==> src/rtl/period_accumulator_if.sv <==
`default_nettype none
// ============================================================================
// period_accumulator_if
// Result bus of the period accumulator: summed durations with valid/ready.
// Rev 1.0
// ============================================================================
interface period_accumulator_if #(
  parameter int SW = 28
);
  logic [SW-1:0] sum_p;
  logic [SW-1:0] sum_m;
  logic          res_valid;
  logic          res_ready;

  modport master (
    output sum_p,
    output sum_m,
    output res_valid,
    input  res_ready
  );

  modport slave (
    input  sum_p,
    input  sum_m,
    input  res_valid,
    output res_ready
  );
endinterface
`default_nettype wire

==> src/rtl/period_accumulator.sv <==
`default_nettype none
// ============================================================================
// period_accumulator
// Sums 2^ACC_SHIFT high/low duration pairs per result; flags lost signal
// (timeout) and dropped, unread results (overrun).
// Rev 1.0
// ============================================================================
module period_accumulator #(
  parameter int          CW        = 24,
  parameter int          ACC_SHIFT = 4,
  parameter int          SETTLE    = 3,
  parameter int unsigned TIMEOUT   = 24'd12000000
) (
  input  logic                clk,
  input  logic                reset,
  input  logic                cnt,
  input  logic                en,
  input  logic [CW-1:0]       count_p,
  input  logic [CW-1:0]       count_m,
  input  logic                clr,
  period_accumulator_if.master res,
  output logic                overrun,
  output logic                no_signal
);

  localparam int SW  = CW + ACC_SHIFT;
  localparam int PW  = ACC_SHIFT + 1;
  localparam int TW  = $clog2(TIMEOUT + 1);
  localparam int STW = (SETTLE > 1) ? $clog2(SETTLE + 1) : 1;

  localparam logic [PW-1:0]  PER_FULL = PW'(2 ** ACC_SHIFT);
  localparam logic [TW-1:0]  TO_LAST  = TW'(TIMEOUT - 1);
  localparam logic [STW-1:0] SETTLE_V = STW'(SETTLE);

  typedef enum logic [2:0] {
    S_IDLE    = 3'd0,
    S_DISCARD = 3'd1,
    S_WAIT    = 3'd2,
    S_SETTLE  = 3'd3,
    S_SAMPLE  = 3'd4,
    S_PUBLISH = 3'd5
  } state_t;

  state_t         state_q, state_d;
  logic [2:0]     sync_q, sync_d;
  logic [STW-1:0] settle_q, settle_d;
  logic [PW-1:0]  per_q, per_d, per_inc;
  logic [TW-1:0]  to_q, to_d;
  logic [SW-1:0]  acc_p_q, acc_p_d;
  logic [SW-1:0]  acc_m_q, acc_m_d;
  logic [SW-1:0]  sum_p_q, sum_p_d;
  logic [SW-1:0]  sum_m_q, sum_m_d;
  logic           res_valid_q, res_valid_d;
  logic           overrun_q, overrun_d;
  logic           no_signal_q, no_signal_d;
  logic           fall;

  always_ff @(posedge clk or posedge reset) begin
    if (reset) begin
      state_q     <= S_IDLE;
      sync_q      <= '0;
      settle_q    <= '0;
      per_q       <= '0;
      to_q        <= '0;
      acc_p_q     <= '0;
      acc_m_q     <= '0;
      sum_p_q     <= '0;
      sum_m_q     <= '0;
      res_valid_q <= 1'b0;
      overrun_q   <= 1'b0;
      no_signal_q <= 1'b0;
    end else begin
      state_q     <= state_d;
      sync_q      <= sync_d;
      settle_q    <= settle_d;
      per_q       <= per_d;
      to_q        <= to_d;
      acc_p_q     <= acc_p_d;
      acc_m_q     <= acc_m_d;
      sum_p_q     <= sum_p_d;
      sum_m_q     <= sum_m_d;
      res_valid_q <= res_valid_d;
      overrun_q   <= overrun_d;
      no_signal_q <= no_signal_d;
    end
  end

  // Period end: the counter has just latched count_p; count_m is the low time before it.
  assign fall = sync_q[2] & ~sync_q[1];

  always_comb begin
    sync_d      = {sync_q[1:0], cnt};
    state_d     = state_q;
    settle_d    = settle_q;
    per_d       = per_q;
    per_inc     = per_q + PW'(1);
    to_d        = to_q;
    acc_p_d     = acc_p_q;
    acc_m_d     = acc_m_q;
    sum_p_d     = sum_p_q;
    sum_m_d     = sum_m_q;
    res_valid_d = res_valid_q & ~res.res_ready;
    overrun_d   = overrun_q;
    no_signal_d = no_signal_q;

    // Clear first so that a set condition later in this block wins.
    if (clr) begin
      overrun_d   = 1'b0;
      no_signal_d = 1'b0;
    end

    if (!en) begin
      state_d = S_IDLE;
      acc_p_d = '0;
      acc_m_d = '0;
      per_d   = '0;
      to_d    = '0;
    end else if (state_q != S_IDLE && !fall && to_q == TO_LAST) begin
      no_signal_d = 1'b1;
      acc_p_d     = '0;
      acc_m_d     = '0;
      per_d       = '0;
      to_d        = '0;
      state_d     = S_DISCARD;
    end else begin
      if (state_q != S_IDLE) begin
        to_d = fall ? '0 : to_q + TW'(1);
      end
      if (fall) begin
        no_signal_d = 1'b0;
      end

      case (state_q)
        S_IDLE: begin
          state_d = S_DISCARD;
        end
        S_DISCARD: begin
          if (fall) begin
            state_d = S_WAIT;
          end
        end
        S_WAIT: begin
          if (fall) begin
            settle_d = SETTLE_V;
            state_d  = S_SETTLE;
          end
        end
        S_SETTLE: begin
          if (settle_q <= STW'(1)) begin
            settle_d = '0;
            state_d  = S_SAMPLE;
          end else begin
            settle_d = settle_q - STW'(1);
          end
        end
        S_SAMPLE: begin
          acc_p_d = acc_p_q + SW'(count_p);
          acc_m_d = acc_m_q + SW'(count_m);
          per_d   = per_inc;
          state_d = (per_inc == PER_FULL) ? S_PUBLISH : S_WAIT;
        end
        S_PUBLISH: begin
          if (!res_valid_q || res.res_ready) begin
            sum_p_d     = acc_p_q;
            sum_m_d     = acc_m_q;
            res_valid_d = 1'b1;
          end else begin
            overrun_d = 1'b1;
          end
          acc_p_d = '0;
          acc_m_d = '0;
          per_d   = '0;
          state_d = S_WAIT;
        end
        default: begin
          state_d = S_IDLE;
        end
      endcase
    end
  end

  assign res.sum_p     = sum_p_q;
  assign res.sum_m     = sum_m_q;
  assign res.res_valid = res_valid_q;
  assign overrun       = overrun_q;
  assign no_signal     = no_signal_q;

endmodule
`default_nettype wire
==> src/flat_wrapper.sv <==
// flat-port wrapper written by rule: the top's interface ports become plain ports
module period_accumulator_flat 
#(
  parameter int          CW        = 24,
  parameter int          ACC_SHIFT = 4,
  parameter int          SETTLE    = 3,
  parameter int unsigned TIMEOUT   = 24'd12000000
)
  (clk, reset, cnt, en, count_p, count_m, clr, overrun, no_signal, res_sum_p, res_sum_m, res_res_valid, res_res_ready);
  period_accumulator_if res_i ();
  input  logic clk;
  input  logic reset;
  input  logic cnt;
  input  logic en;
  input  logic [CW-1:0] count_p;
  input  logic [CW-1:0] count_m;
  input  logic clr;
  output logic overrun;
  output logic no_signal;
  output wire logic [$bits(res_i.sum_p)-1:0] res_sum_p;
  output wire logic [$bits(res_i.sum_m)-1:0] res_sum_m;
  output wire logic [$bits(res_i.res_valid)-1:0] res_res_valid;
  input wire logic [$bits(res_i.res_ready)-1:0] res_res_ready;
  assign res_sum_p = res_i.sum_p;
  assign res_sum_m = res_i.sum_m;
  assign res_res_valid = res_i.res_valid;
  assign res_i.res_ready = res_res_ready;
  period_accumulator #(.CW(CW), .ACC_SHIFT(ACC_SHIFT), .SETTLE(SETTLE), .TIMEOUT(TIMEOUT)) u_core (.clk(clk), .reset(reset), .cnt(cnt), .en(en), .count_p(count_p), .count_m(count_m), .clr(clr), .res(res_i), .overrun(overrun), .no_signal(no_signal));
endmodule
==> config.mk <==
export PLATFORM = sky130hd
export DESIGN_NAME = period_accumulator_flat
export DESIGN_NICKNAME = d
export VERILOG_FILES = /design/src/rtl/period_accumulator_if.sv /design/src/rtl/period_accumulator.sv /design/src/flat_wrapper.sv
export SDC_FILE = /design/constraint.sdc
export NUM_CORES = 1
export LEC_CHECK = 0
export BUFFER_PORTS_ARGS = -buffer_cell sky130_fd_sc_hd__buf_4
export CORE_UTILIZATION = 55
export CTS_CLUSTER_SIZE = 25
export DETAILED_ROUTE_END_ITERATION = 10
export PLACE_DENSITY = 0.81
export SLEW_MARGIN = 25
export SYNTH_ARGS = -nofsm -noshare
export SYNTH_HDL_FRONTEND = slang
export SYNTH_SLANG_ARGS = --single-unit
export TNS_END_PERCENT = 5
==> constraint.sdc <==
create_clock -name clk -period 11.25 [get_ports clk]
set_input_delay 0.5625 -clock clk [delete_from_list [all_inputs] [get_ports clk]]
set_output_delay 0.5625 -clock clk [all_outputs]
set_load 0.1 [all_outputs]
# After elaboration in Yosys (flattened, before gate mapping)
# Index checks and enable logic that the tools add are counted.
dict set report word_totals {
  register_bits 152
  in_bits 54
  out_inout_bits 59
  word_cells 83
}
dict set report op_classes {
  addsub 5
  magnitude_cmp 1
  eq_ne 13
  n_mux 36
  bitwise_logic 5
  n_reduce_logical 11
}
# operator count
set op_table {}
lappend op_table {{28-bit 2-to-1 mux} 4}
lappend op_table {{28-bit case mux with 2 select lines} 2}
lappend op_table {{24-bit 2-to-1 mux} 4}
lappend op_table {{28-bit by 24-bit adder with 28-bit output} 2}
lappend op_table {{24-bit by 1-bit adder with 24-bit output, second input constant} 1}
lappend op_table {{24-bit equality test, second input constant} 1}
lappend op_table {{3-bit 2-to-1 mux} 6}
lappend op_table {{3-bit case mux with 6 select lines} 1}
lappend op_table {{1-bit 2-to-1 mux} 13}
lappend op_table {{4-bit by 2-bit inequality test with 1-bit output, second input constant} 3}
lappend op_table {{5-bit 2-to-1 mux} 2}
lappend op_table {{5-bit case mux with 2 select lines} 1}
lappend op_table {{4-bit AND reduction} 2}
lappend op_table {{3-bit by 2-bit equality test with 1-bit output, second input constant} 2}
lappend op_table {{3-bit equality test, second input constant} 2}
lappend op_table {{5-bit by 1-bit adder with 5-bit output, second input constant} 1}
lappend op_table {{5-bit equality test, second input constant} 1}
lappend op_table {{2-bit 2-to-1 mux} 2}
lappend op_table {{4-bit by 1-bit inequality test with 1-bit output, second input constant} 1}
lappend op_table {{2-bit case mux with 2 select lines} 1}
lappend op_table {{3-bit by 1-bit equality test with 1-bit output, second input constant} 1}
lappend op_table {{3-bit zero test} 1}
lappend op_table {{3-bit by 1-bit inequality test with 1-bit output, second input constant} 1}
lappend op_table {{1-bit NOT} 3}
lappend op_table {{10 further kinds} 13}

# Longest topological paths before layout
# Gate-level depths: netlist of run 1.
dict set report depth {
  word_depth 7
  mapped_depth 12
  mapped_depth_nobuf 11
}

# Worst setup path before layout of run 1
# OpenSTA, ideal clock, no wires.
dict set report synth_path {
  path_kind {input -> register}
  start {in count_p[0]}
  end {reg u_core.acc_p_q[24]}
  setup_ps 123
  arrival_ps 2878
  required_ps 11127
  setup_slack_ps 8249
  path_stages 11
  n_path_buf 0
  path_cell_list {ha_1 fa_1 a211oi_1 o211ai_1 nand3_1 a41oi_1 o31ai_1 nor2_1 a221oi_1 mux2i_1 nand2_1}
}
dict set report synth_via {
  elab_chain_len 4
}
# item line_no
set synth_lines {}
lappend synth_lines {{start: declaration} flat_wrapper.sv:15} ;# input logic [CW-1:0] count_p;
lappend synth_lines {{28-bit by 24-bit adder with 28-bit output} period_accumulator.sv:157} ;# acc_p_d = acc_p_q + SW'(count_p);
lappend synth_lines {{28-bit case mux with 2 select lines} period_accumulator.sv:133} ;# case (state_q)
lappend synth_lines {{28-bit 2-to-1 mux} period_accumulator.sv:118} ;# end else if (state_q != S_IDLE && !fall && to_q == TO_LAST) begin
lappend synth_lines {{28-bit 2-to-1 mux} period_accumulator.sv:112} ;# if (!en) begin
lappend synth_lines {{end signal: assignment} period_accumulator.sv:78} ;# acc_p_q <= acc_p_d;
lappend synth_lines {{end: declaration} period_accumulator.sv:49} ;# logic [SW-1:0] acc_p_q, acc_p_d;
# Every way passes these cells.
# A chain may end at the register's enable or synchronous reset.

# Worst setup path after layout of run 1
dict set report layout_path {
  start {reg u_core.to_q[14]}
  end {reg u_core.acc_m_q[20]}
}
dict set report layout_via {
  elab_chain_len 4
  word_cells_on_any_way 5
  classes_between {2 x eq/ne; 2 x mux; 1 x reduce/logical}
}
# item line_no
set layout_lines {}
lappend layout_lines {{start: declaration} period_accumulator.sv:48} ;# logic [TW-1:0] to_q, to_d;
lappend layout_lines {{start signal: assignment} period_accumulator.sv:77} ;# to_q <= to_d;
lappend layout_lines {{24-bit equality test (*)} period_accumulator.sv:118}
lappend layout_lines {{1-bit logical AND (*)} period_accumulator.sv:118}
lappend layout_lines {{28-bit 2-to-1 mux} period_accumulator.sv:118}
lappend layout_lines {{28-bit 2-to-1 mux} period_accumulator.sv:112}
lappend layout_lines {{end signal: assignment} period_accumulator.sv:79} ;# acc_m_q <= acc_m_d;
lappend layout_lines {{end: declaration} period_accumulator.sv:50} ;# logic [SW-1:0] acc_m_q, acc_m_d;
# Mark *: on every way between the ends. The rest lies on a longest branch, timed or not.

==> flow_summary.toml, run 1 <==
[detailed_routing]
drt_first_pass_iters = 5
vias = 6686
route.final.wire_length_um = 18410
drt_first_iter_violations = 350
drtAntennaViolNets = 0
route.detailed.drc = 0
via_to_cell_ratio = 5.819
wl_per_cell_um = 16.02

[die]
floorplan.core_area_um2 = 15150
chipWidth_um = 126.3
fp.dieArea_um2 = 15950
overall_die_height_um = 126.3
initial_core_util_pct = 56.12
placement_rows = 45
floorplan.io_pins = 113

[placed_design]
port_buffers = 112
place.gp.congestion = 0.8691
dpl.hpwl_um = 12830
placed_area_um2 = 9472
dp.cells = 1117

[timing]
fin_skew_ps = 10.21
fin_crit_sh_pct = 33.08
tightest_slew_ps = 888.9
grt_setup_unrepaired = "false"
max-slew-margin-rel_pct = 40.52
timing.fmax_mhz = 268.7
post-route-min-period_ps = 3722
whs_ps = 252.7
setup-tns-final_ps = 0
total_of_endpoints_with_negative_setup_slack_in_the_final_report = 0
final_hold_viol_count = 0
maxSlewViolCount = 0

[yosys]
syn_avg_cell_area_um2 = 10.09
synth_fp_nets = 948
synth-seq-area-share_pct = 44.75
share_of_flip_flops_with_an_asynchronous_set_or_reset_after_synthesis_pct = 100.0
synth-seq-cells = 152
synthCells = 842
synthDistinctLibCells = 68
yosysTopAreaCell = "sky130_fd_sc_hd__dfrtp_1"
synth_area_um2 = 8499
synth-edff-count = 0
synth_warnings = 0
synthFlopType = "sky130_fd_sc_hd__dfrtp_1"
synthMostInstantiatedCell = "sky130_fd_sc_hd__dfrtp_1"
netlist_top_cells_count = "sky130_fd_sc_hd__dfrtp_1, sky130_fd_sc_hd__nand2_1, sky130_fd_sc_hd__o21ai_0"
synth.top_cells.by_area = "sky130_fd_sc_hd__dfrtp_1, sky130_fd_sc_hd__ha_1, sky130_fd_sc_hd__mux2_2"
yosys.area.top_type_share_pct = 44.75

[clock_tree]
clkLatencyLatePin_ps = 420
clk_transition_reported_paths_ps = 60
cts_buffers = 17
cts_resized = 0
cts_tree = "yes"
ctsLongestPathBuffers = 2
clock_sinks = 152
cts_root_buffer = "sky130_fd_sc_hd__clkbuf_16"
post-cts-setup-buffer-count = 0
postCtsHoldBufs = 0
htreeDepth = 4

[setup_path]
cp.arrival_ps = 4060
crit_path_max_fanout = 56
path_buf_inv = 1
timing.critical_path.slowest_cell_delay_ps = 770
crit-reg2reg-launch = "u_core.to_q[14]"
worst_setup_path_start_kind = "flop"
ff_to_ff_setup_slack_ps = 7530
startpoint_to_endpoint_class_of_the_critical_path = "flop to flop"
worstPathCellList = "or4_1 -> or4_1 -> nor4_2 -> nand2b_2 -> nor2_4 -> buf_4 -> nor2_1 -> o2111ai_1 -> o211ai_1"
timing.critical_path.slowest_stage_cell = "sky130_fd_sc_hd__nor2_1"
cpLargestDelayFamily = "simple AND/OR/NAND/NOR gates"
worstSetupStartpoint = "u_core.to_q[14]"
crit_path_end_kind = "flop"
crit_top_cell = "sky130_fd_sc_hd__or4_1"
cp.required_ps = 11580

[cells_and_area]
drive_gt1_share_pct = 21.54
final_cell_count_no_fill = 1149
design_area_um2 = 10110
insertedDiodeCount = 0
layout_stage_area_growth_over_the_synthesis_result_pct = 18.96
finalNetCount = 1054

[min_path]
worstHoldStart = "cnt"
hp-class = "input pin to flop"

[power]
power_mw = 1.337
powerDensity_nw_per_um2 = 132.2
vdd_ir_drop_max_uv = 111.9
leakagePower_nw = 4.933

[global_route]
grtUsageTotal_pct = 24.16
vias_in_the_first_global_route = 6374
number_of_antenna_violations_at_the_first_check_in_global_routing = 0
grt_max_degree = 83
gr_overflow_total = 0
wire_length_of_the_first_global_routing_pass_um = 30910

[status]
run_status = "finished, final reports clean"

[job]
max_cap_viol_count = 0
[worst reg2reg max path, delay by kind of cell (launching register included)]
kind / cells / cell delay (ps)
flip-flops: 1 / 450
buffers and inverters: 1 / 310
AO/OA/AOI/OAI: 2 / 380
AND/OR/NAND/NOR: 6 / 2520
[power breakdown]
| part | leakage (nW) | total, mW | internal [mW] | switching, mW |
|---|---|---|---|---|
| Clock | 0.308 | 0.621 | 0.405 | 0.216 |
| Combinational | 2.53 | 0.143 | 0.0568 | 0.0860 |
| Sequential | 2.09 | 0.573 | 0.559 | 0.0143 |
| Total | 4.93 | 1.34 | 1.02 | 0.316 |
[cell usage in the layout, fill, tap and decap left out, types with 4 or more instances in the layout]
cell type                     n
sky130_fd_sc_hd__nand2_1     85
sky130_fd_sc_hd__o31ai_1      5
sky130_fd_sc_hd__or3_1        7
sky130_fd_sc_hd__a21o_1      20
sky130_fd_sc_hd__clkbuf_1     5
sky130_fd_sc_hd__nand3_1     21
sky130_fd_sc_hd__xor2_1      37
sky130_fd_sc_hd__a31oi_1      4
sky130_fd_sc_hd__a22o_1       9
sky130_fd_sc_hd__mux2_2      48
sky130_fd_sc_hd__buf_4      117
sky130_fd_sc_hd__and2_1       5
sky130_fd_sc_hd__ha_1        50
sky130_fd_sc_hd__o21ai_0     73
sky130_fd_sc_hd__bufinv_16    5
sky130_fd_sc_hd__dfrtp_1    152
sky130_fd_sc_hd__o21bai_1    13
sky130_fd_sc_hd__nor2_1      51
sky130_fd_sc_hd__o211ai_1     4
sky130_fd_sc_hd__a211oi_1     9
sky130_fd_sc_hd__a21oi_1     58
sky130_fd_sc_hd__inv_1       21
sky130_fd_sc_hd__nand4_1     16
sky130_fd_sc_hd__xnor2_1     25
sky130_fd_sc_hd__and3_1       4
sky130_fd_sc_hd__a32o_1       4
sky130_fd_sc_hd__nor3_1       7
sky130_fd_sc_hd__nor3b_1      4
sky130_fd_sc_hd__mux2_1       8
sky130_fd_sc_hd__clkbuf_16   17
sky130_fd_sc_hd__nand2b_1    13
[cell families (layout without fill, tap and decap cells)]
kind of cell	after synthesis	in the layout	share of synthesized area (%)
xor gates and xnor gates	62	62	6.389
DFF	152	152	44.75
AOI/OAI and AO/OA	230	230	17.09
and+or+nand+nor	236	236	13.44
buffers and inverters	52	171	2.841
adders and majority gates	52	52	7.832
muxes	58	58	7.655
[through the flow]
stage,worst slack [ps],util (%)
detailed placement,7528,62.54
CTS,7525,66.76
global placement,7647,62.54
floorplan,6594,-
finish,7528,66.76
global route,7324,66.76
[per-layer routing]
layer  part of all wire [%]  up-vias  GRT usage, %
met5                      0        -             0
met4                    1.4        0         6.875
met3                    3.8       26         4.639
met2                     48      161         39.71
met1                     47     3240         32.76
li1                       -     3259             -
[state kept, by name (all words and copies together), names as in the netlist]
| name | cells |
|---|---|
| u_core.no_signal | 1 |
| u_core.to_q | 24 |
| u_core.overrun | 1 |
| u_core.settle_q | 2 |
| u_core.res.sum_m | 28 |
| u_core.acc_p_q | 28 |
| u_core.acc_m_q | 28 |
| u_core.state_q | 3 |
| u_core.res.res_valid | 1 |
| u_core.res.sum_p | 28 |
| u_core.sync_q | 3 |
| u_core.per_q | 5 |
[layout make-up]
cell class | instances | area [um2]
tap | 188 | 235.2
sequential | 152 | 3804
inverter | 22 | 87.58
clock inverter | 8 | 167.7
multi-input combinational | 638 | 4467
clock buffer | 24 | 471.7
fill | 1176 | 5035
timing repair buffer | 117 | 878.3
[worst paths after layout]
| kind | to | depth (start not counted) |
|---|---|---|
| setup / recovery | u_core.acc_m_q[20] | 9 |
| hold / removal | u_core.sync_q[0] | 1 |
| setup reg to reg | u_core.acc_m_q[20] | 9 |
| hold reg to reg | u_core.sync_q[1] | 0 |
| max in group asynchronous | u_core.per_q[1] | 3 |
| min in group asynchronous | u_core.to_q[12] | 2 |
Power figures use the tool's default switching activity.
==> inputs of run 2 (changes only) <==
- CORE_UTILIZATION: 55 -> 53
- clock period: 11.25 -> 3.23 ns (I/O delays scaled with it)
==> flow_summary.toml, run 2 (synthesized netlist as in run 1, its figures left out) <==
[status]
run_status = "finished, final reports clean"

[cells_and_area]
finalNetCount = 1070
final_cell_count_no_fill = 1188
drive_gt1_share_pct = 23.03
utilization_pct = 67.04
layout.cells.most_common = "sky130_fd_sc_hd__dfrtp_1"
insertedDiodeCount = 0
mostFrequentLayoutCells = "sky130_fd_sc_hd__dfrtp_1, sky130_fd_sc_hd__buf_4, sky130_fd_sc_hd__nand2_1"
layout_stage_area_growth_over_the_synthesis_result_pct = 21.68

[clock_tree]
cts_tree = "yes"
htreeDepth = 4
cts_buffers = 17
clkLatencyLatePin_ps = 420
clock_sinks = 152
ctsLongestPathBuffers = 2
cts_root_buffer = "sky130_fd_sc_hd__clkbuf_16"
clk_transition_reported_paths_ps = 60

[timing]
fin_crit_sh_pct = 94.92
fin_skew_ps = 11.62
whs_ps = 23.53
maxSlewViolCount = 0
timing.fmax_mhz = 326.2
post-route-min-period_ps = 3066
setup-tns-final_ps = 0
tightest_slew_ps = 654.0
max-slew-margin-rel_pct = 56.07
final_hold_viol_count = 0
grt_setup_unrepaired = "false"
total_of_endpoints_with_negative_setup_slack_in_the_final_report = 0

[die]
floorplan.io_pins = 113
placement_rows = 45
overall_die_height_um = 128.6
fp.dieArea_um2 = 16550
chipWidth_um = 128.6
floorplan.core_area_um2 = 15430
initial_core_util_pct = 55.09

[placed_design]
port_buffers = 112
dpl.hpwl_um = 13320
dp.cells = 1153
place.gp.congestion = 0.8839

[setup_path]
crit_top_cell = "sky130_fd_sc_hd__o21ai_0"
timing.critical_path.slowest_cell_delay_ps = 430
setup.worst_path.end = "u_core.acc_m_q[22]"
worstSetupStartpoint = "u_core.acc_m_q[0]"
cp.required_ps = 3570
ff_to_ff_setup_slack_ps = 160
startpoint_to_endpoint_class_of_the_critical_path = "flop to flop"
r2r-end = "u_core.acc_m_q[22]"
crit-reg2reg-launch = "u_core.acc_m_q[0]"
timing.critical_path.slowest_stage_cell = "sky130_fd_sc_hd__fa_1"
crit_path_end_kind = "flop"
worstPathCellList = "ha_1 -> fa_1 -> a211oi_1 -> o21bai_1 -> o2111a_1 -> o41ai_1 -> nand2_1 -> o21ai_1 -> o21ai_0 -> xnor2_1 -> o21ai_0"
crit_path_max_fanout = 6
rr_worst_depth = 11
worst_setup_path_start_kind = "flop"
cp.arrival_ps = 3410

[detailed_routing]
via_to_cell_ratio = 5.801
wl_per_cell_um = 16.16
drt_first_pass_iters = 5
route.detailed.drc = 0
route.final.wire_length_um = 19190
drtAntennaViolNets = 0
vias = 6892
drt_first_iter_violations = 368

[global_route]
vias_in_the_first_global_route = 6709
grt_max_degree = 70
number_of_antenna_violations_at_the_first_check_in_global_routing = 0
gr_overflow_total = 0
wire_length_of_the_first_global_routing_pass_um = 31850
grtUsageTotal_pct = 24.48

[power]
power_mw = 4.777
vdd_ir_drop_max_uv = 377.7
leakagePower_nw = 5.029
powerDensity_nw_per_um2 = 461.9

[job]
max_cap_viol_count = 0

[min_path]
hp-class = "input pin to flop"
[run 2: critical path: cells and delay by family (launching register included)]
family | cells | cell delay, ps
AO/OA/AOI/OAI | 7 | 1690
AND/OR/NAND/NOR | 1 | 90
XOR/XNOR | 1 | 150
flip-flops | 1 | 400
adder cells (fa/ha/maj) | 2 | 660
[run 2: cell type report]
class / instances / area [um2]
fillers: 1226 / 5085
multi-input cells: 638 / 4486
flip-flops and latches: 152 / 3804
repair buffers: 133 / 1031
clock buffers: 24 / 481.7
well taps: 211 / 264.0
clock inverters: 8 / 190.2
inverters: 22 / 86.33
[run 2: worst min path at each step]
stage	startpoint	to	slack, ps	depth (start not counted)
floorplan	cnt	u_core.sync_q[0]	190	0
global placement	reset	u_core.acc_p_q[18]	200	2
detailed placement	reset	u_core.acc_p_q[18]	200	2
CTS	en	u_core.no_signal	10	2
global route	en	u_core.no_signal	30	2
finish	en	u_core.no_signal	20	2
[run 2: layer usage]
layer	part of all wire (%)	vias up	global-route usage, %	routed length [um]
li1	-	3298	-	-
met1	45	3365	31.72	8656
met2	48	188	40.60	9172
met3	4.6	41	4.615	877
met4	2.5	0	9.827	487
met5	0	-	0	0
[run 2: report_power, final]
group / switching (mW) / internal [mW]
combinational: 0.311 / 0.215
clock: 0.749 / 1.51
sequential: 0.0467 / 1.95
[run 2: what timing repair did]
action                     4_1_cts  5_1_grt
buffers inserted                 0        0
hold endpoints to repair        18        0
setup endpoints to repair        0        6
hold buffers                     3        0
gates resized for setup          0        4
[run 2: stage by stage]
step           instance area, um2  setup WS (ps)
2_1_floorplan                8503          426.0
3_3_place_gp                 9622          195.5
3_5_place_dp                 9622          153.7
4_1_cts                     10320          73.55
5_1_grt                     10340          14.32
6_report                    10340          164.0
